<file path="src/rtl/d_reg_slave.sv">
// rtl/d_reg_slave.sv - register slave: ID, scratch, GPIO and an optional 64-bit machine timer
// Timer registers (0x0C-0x1C), prescaler and timer_irq exist only when DREG_TIMER_EN is defined.
module d_reg_slave #(
  parameter int XLEN         = 32,
  parameter int PRESCALE_DIV = 4
) (
  input  logic              clk,
  input  logic              rstb,
  input  logic [15:0]       reg_addr,
  input  logic              reg_wr_en,
  input  logic [XLEN/8-1:0] reg_wr_be,
  input  logic [XLEN-1:0]   reg_wr_data,
  input  logic              reg_rd_en,
  output logic [XLEN-1:0]   reg_rd_data,
  output logic              reg_rd_ready,
  output logic [7:0]        gpio_out,
  output logic              timer_irq
);

  localparam logic [31:0] ID_VALUE     = 32'h5852_5631;
  localparam logic [2:0]  OFS_ID       = 3'd0;
  localparam logic [2:0]  OFS_SCRATCH  = 3'd1;
  localparam logic [2:0]  OFS_GPIO     = 3'd2;
  localparam logic [2:0]  OFS_MTIME_LO = 3'd3;
  localparam logic [2:0]  OFS_MTIME_HI = 3'd4;
  localparam logic [2:0]  OFS_CMP_LO   = 3'd5;
  localparam logic [2:0]  OFS_CMP_HI   = 3'd6;
  localparam logic [2:0]  OFS_CTRL     = 3'd7;

  if (XLEN != 32) begin : g_bad_xlen
    $error("d_reg_slave: only XLEN = 32 is supported");
  end
  if (PRESCALE_DIV < 1 || PRESCALE_DIV > 256) begin : g_bad_prescale
    $error("d_reg_slave: PRESCALE_DIV must be 1..256");
  end

  function automatic logic [XLEN-1:0] be_merge(input logic [XLEN-1:0]   old_val,
                                               input logic [XLEN-1:0]   new_val,
                                               input logic [XLEN/8-1:0] be);
    logic [XLEN-1:0] r;
    r = old_val;
    for (int b = 0; b < XLEN/8; b++)
      if (be[b]) r[8*b +: 8] = new_val[8*b +: 8];
    return r;
  endfunction

  // Only the first 32 bytes are mapped; anything with upper address bits set reads 0.
  logic       mapped;
  logic [2:0] idx;
  logic [7:0] wr_hit;
  logic       rd_lo_hit;

  assign mapped    = (reg_addr[15:5] == 11'd0);
  assign idx       = reg_addr[4:2];
  assign rd_lo_hit = reg_rd_en && mapped && (idx == OFS_MTIME_LO);

  always_comb begin
    wr_hit = '0;
    if (reg_wr_en && mapped) wr_hit[idx] = 1'b1;
  end

  logic [XLEN-1:0] scratch_q;
  logic [7:0]      gpio_q;

  always_ff @(posedge clk or negedge rstb) begin
    if (!rstb) begin
      scratch_q <= '0;
      gpio_q    <= '0;
    end else begin
      if (wr_hit[OFS_SCRATCH]) scratch_q <= be_merge(scratch_q, reg_wr_data, reg_wr_be);
      if (wr_hit[OFS_GPIO] && reg_wr_be[0]) gpio_q <= reg_wr_data[7:0];
    end
  end

  assign gpio_out = gpio_q;

`ifdef DREG_TIMER_EN
  localparam int            PW      = (PRESCALE_DIV > 1) ? $clog2(PRESCALE_DIV) : 1;
  localparam logic [PW-1:0] PS_LAST = PW'(PRESCALE_DIV - 1);

  logic [PW-1:0]   presc_q;
  logic [XLEN-1:0] mtime_lo;
  logic [XLEN-1:0] mtime_hi;
  logic [XLEN-1:0] cmp_lo;
  logic [XLEN-1:0] cmp_hi;
  logic [XLEN-1:0] shadow_hi;
  logic [1:0]      ctrl_q;
  logic            mtime_tick;
  logic [63:0]     mtime_inc;
  logic            unused_ok;

  assign mtime_tick = ctrl_q[0] && (presc_q == PS_LAST);
  assign mtime_inc  = {mtime_hi, mtime_lo} + 64'd1;
  assign unused_ok  = ^{reg_addr[1:0], wr_hit[0]};

  always_ff @(posedge clk or negedge rstb) begin
    if (!rstb) begin
      presc_q   <= '0;
      mtime_lo  <= '0;
      mtime_hi  <= '0;
      cmp_lo    <= '1;
      cmp_hi    <= '1;
      shadow_hi <= '0;
      ctrl_q    <= '0;
      timer_irq <= 1'b0;
    end else begin
      if (!ctrl_q[0] || mtime_tick) presc_q <= '0;
      else                          presc_q <= presc_q + 1'b1;

      // A software write to either half wins; the coincident increment is lost.
      if (wr_hit[OFS_MTIME_LO])      mtime_lo <= be_merge(mtime_lo, reg_wr_data, reg_wr_be);
      else if (wr_hit[OFS_MTIME_HI]) mtime_hi <= be_merge(mtime_hi, reg_wr_data, reg_wr_be);
      else if (mtime_tick)           {mtime_hi, mtime_lo} <= mtime_inc;

      if (wr_hit[OFS_CMP_LO]) cmp_lo <= be_merge(cmp_lo, reg_wr_data, reg_wr_be);
      if (wr_hit[OFS_CMP_HI]) cmp_hi <= be_merge(cmp_hi, reg_wr_data, reg_wr_be);
      if (wr_hit[OFS_CTRL] && reg_wr_be[0]) ctrl_q <= reg_wr_data[1:0];

      if (rd_lo_hit) shadow_hi <= mtime_hi;
      timer_irq <= ctrl_q[1] && ({mtime_hi, mtime_lo} >= {cmp_hi, cmp_lo});
    end
  end
`else
  logic unused_ok;
  assign unused_ok = ^{reg_addr[1:0], wr_hit[0], wr_hit[7:3], rd_lo_hit};
  assign timer_irq = 1'b0;
`endif

  logic [XLEN-1:0] rd_mux;

  always_comb begin
    rd_mux = '0;
    if (mapped) begin
      case (idx)
        OFS_ID:       rd_mux = ID_VALUE;
        OFS_SCRATCH:  rd_mux = scratch_q;
        OFS_GPIO:     rd_mux = {{(XLEN-8){1'b0}}, gpio_q};
`ifdef DREG_TIMER_EN
        OFS_MTIME_LO: rd_mux = mtime_lo;
        OFS_MTIME_HI: rd_mux = shadow_hi;
        OFS_CMP_LO:   rd_mux = cmp_lo;
        OFS_CMP_HI:   rd_mux = cmp_hi;
        OFS_CTRL:     rd_mux = {{(XLEN-2){1'b0}}, ctrl_q};
`endif
        default:      rd_mux = '0;
      endcase
    end
  end

  // Read data is sampled from pre-write state, so a same-cycle write is not visible.
  always_ff @(posedge clk or negedge rstb) begin
    if (!rstb) begin
      reg_rd_data  <= '0;
      reg_rd_ready <= 1'b0;
    end else begin
      reg_rd_ready <= reg_rd_en;
      if (reg_rd_en) reg_rd_data <= rd_mux;
    end
  end

endmodule

</file>
<file path="config.mk">
export PLATFORM = sky130hd
export DESIGN_NAME = d_reg_slave
export DESIGN_NICKNAME = d
export VERILOG_FILES = /design/src/rtl/d_reg_slave.sv
export SDC_FILE = /design/constraint.sdc
export NUM_CORES = 1
export LEC_CHECK = 0
export CORE_ASPECT_RATIO = 2
export CORE_MARGIN = 3
export CORE_UTILIZATION = 50
export CTS_CLUSTER_SIZE = 40
export DETAILED_ROUTE_END_ITERATION = 8
export PLACE_DENSITY = 0.95
export SYNTH_ARGS = -nofsm -noshare
export SYNTH_HDL_FRONTEND = slang
export SYNTH_SLANG_ARGS = --single-unit
</file>
<file path="constraint.sdc">
create_clock -name clk -period 1.5 [get_ports clk]
set_input_delay 0.3 -clock clk [delete_from_list [all_inputs] [get_ports clk]]
set_output_delay 0.3 -clock clk [all_outputs]
set_load 0.005 [all_outputs]
</file>
==> flow_summary.toml <==
[global_route]
grt_usage = 0.2798
grt_max_degree = 74
grt_pass1_vias = 2888
grt_pass1_wl_mm = 14.86
antenna_found_initial = 0
grt_overflow_total = 0

[cts]
max-clock-path-buffers = 2
cts_htree_levels = 3
numCtsBuffers = 9
cts.sinks = 73
worstSkewPairLatency_ps = 340
clk_pin_slew_ps = 60
cts_root_buffer = "clkbuf_16"
cts_tree = "done"

[run_status]
status = "complete, but fails checks"
violations = "negative setup slack"

[placed_design]
gp_congestion = 0.8595
place_area_um2 = 4433
dpl_worst_slack_ps = -913.0
portBuffers = 94
place_hpwl_mm = 5.884

[sta]
finClkSkew_ps = 2.858
setup_ws_ps = -182.3
slew_viol_final = 0
finalHoldViolations = 0
rsz0062_at_grt = "true"
setup_viol = 36
max_freq_ghz = 0.5944
finalSetupTns_ps = -3697
finalCritPeriodShare = 1.122
fin_hold_ws_ps = 331.3
finalCriticalPeriod_ps = 1682

[yosys]
yosys-top-cells-area = "dfrtp_1 (58%), mux2_2 (14%), o22ai_1 (6.4%)"
synth.distinct_cells = 21
syn_avg_cell_area_um2 = 12.33
ys_seq_elements = 73
synth-edff-count = 0
synthTopCellsByCount = "dfrtp_1 (73), mux2_2 (38), inv_1 (35)"
synth_top_area_share = 0.5833
yosysWarnings = 0
ys.flop_type = "dfrtp_1"
netlist_area_um2 = 3132
yosysTopAreaCell = "dfrtp_1"
seq_area_frac_synth = 0.5833
ys_async_sr_fraction = 1.000
synth_nets = 310
synthCells = 254
synth.most_common_cell = "dfrtp_1"

[worst_setup_path]
critPathCaptureType = "register"
r2r_start = "gpio_out[6]"
cp_slowest_cell = "or4_4"
r2r.worst_path.cells = 4
reg2reg_to = "reg_rd_data[6]"
critical_path_class = "in2reg"
cp_max_fo = 4
cpPeakStageDelay_ps = 590
worstPathRequired_ps = 1720
startpoint_type = "input pin"
crit_chain = "buf_2, or4_4, nor4_4, buf_4, mux2_4"
crit_buf_inv = 2
ff2ff_setup_slack_ps = 370
path_delay_family = "simple AND/OR/NAND/NOR gates"
crit_arrival_ps = 1900

[layout]
areaGrowthSynthToFinish_pct = 59.13
drive_gt1_frac = 0.3051
stdcell_area_um2 = 4984
num_antenna_cells = 0
nets = 441
multi_input_area_um2 = 1259
fillCellCount = 293
register_area_um2 = 1827

[power_and_ir_drop]
vdd_drop_max_v = 0.001128
powerDensity_nw_per_um2 = 938.5
power.leakage_nw = 2.677
power_w = 0.004677

[die]
dieArea_um2 = 7307
ios = 98
coreArea_um2 = 6056
std_cell_rows = 40
start_util = 0.5171
die_y_um = 117.9
die_w_um = 61.96

[detailed_routing]
drtIter0Drc = 181
routedWlPerCell_um = 20.04
ant_nets = 0
drcViolationCount = 0
vias_per_cell = 5.656
drt-total-wl_mm = 9.499
first_pass_iters = 4
vias = 2681

[worst_hold_path]
hold_end = "reg_rd_data[10]"
worst_hold_startpoint = "reg_rd_en"
hold_path.class = "in2reg"
hold_depth = 2

[job]
maxCapViolations = 0
through the flow:
| step | utilization | std cells |
|---|---|---|
| final | 0.8229 | 474 |
| after global routing | 0.8229 | 474 |
| after CTS | 0.8099 | 471 |
| after detailed placement | 0.7320 | 448 |
| after global placement | 0.7320 | 448 |
| after floorplan | - | 254 |
layout make-up:
| class | count | area share |
|---|---|---|
| repair buffers | 136 | 0.2671 |
| flip-flops and latches | 73 | 0.3666 |
| multi-input cells | 130 | 0.2526 |
| clock inverters | 4 | 0.01481 |
| clock buffers | 12 | 0.05147 |
| well taps | 84 | 0.02109 |
| inverters | 35 | 0.02636 |
what timing repair did:
item,4_1_cts,5_1_grt
cloned,0,0
setup buffers,6,5
hold buffers,1,0
hold endpoints to repair,73,0
pin swaps,8,6
endpoints found under the setup margin,88,77
resized for setup,103,34
placed cells by master (no fill, tap or decap), types with 8 or more instances in the layout:
master,count
dfrtp_1,73
clkdlybuf4s50_1,37
inv_1,35
mux2_4,32
o22ai_1,32
buf_4,31
dlygate4sd2_1,23
dlymetal6s2s_1,20
nand4_1,17
nor2b_1,13
buf_6,13
clkbuf_16,9
mux2_2,8
power by group:
group          switching, W  total (W)  internal [W]
logic              0.000159   0.000345      0.000186
registers       0.000000749    0.00197       0.00197
clock network      0.000809    0.00236       0.00155
per-layer routing:
layer / share of wire / global-route usage
met5: 0 / 0
met1: 0.35 / 0.3214
met4: 0.045 / 0.1421
met3: 0.054 / 0.06476
met2: 0.55 / 0.4591
sequential cells by signal (all words and copies together) (netlist names):
| name | cells |
|---|---|
| reg_rd_data | 32 |
| scratch_q | 32 |
| gpio_out | 8 |
| reg_rd_ready | 1 |
logic make-up after synthesis:
family	share of synthesized area
DFF	0.5833
buffers and inverters	0.06352
and+or+nand+nor	0.1238
AOI/OAI and AO/OA	0.08430
muxes	0.1438
other	0.001197
how the worst max path moves through the flow:
stage               slack, ps  cells after the start       endpoint          from
floorplan                -440                      4  scratch_q[24]   reg_addr[4]
CTS                      -100                      6  scratch_q[12]  reg_addr[13]
global placement         -830                      6   scratch_q[2]  reg_addr[10]
finish                   -180                      5  scratch_q[12]  reg_addr[14]
detailed placement       -910                      6  scratch_q[22]  reg_addr[10]
global route             -180                      5  scratch_q[12]  reg_addr[14]
No activity file was read; power rests on OpenSTA's default activity.
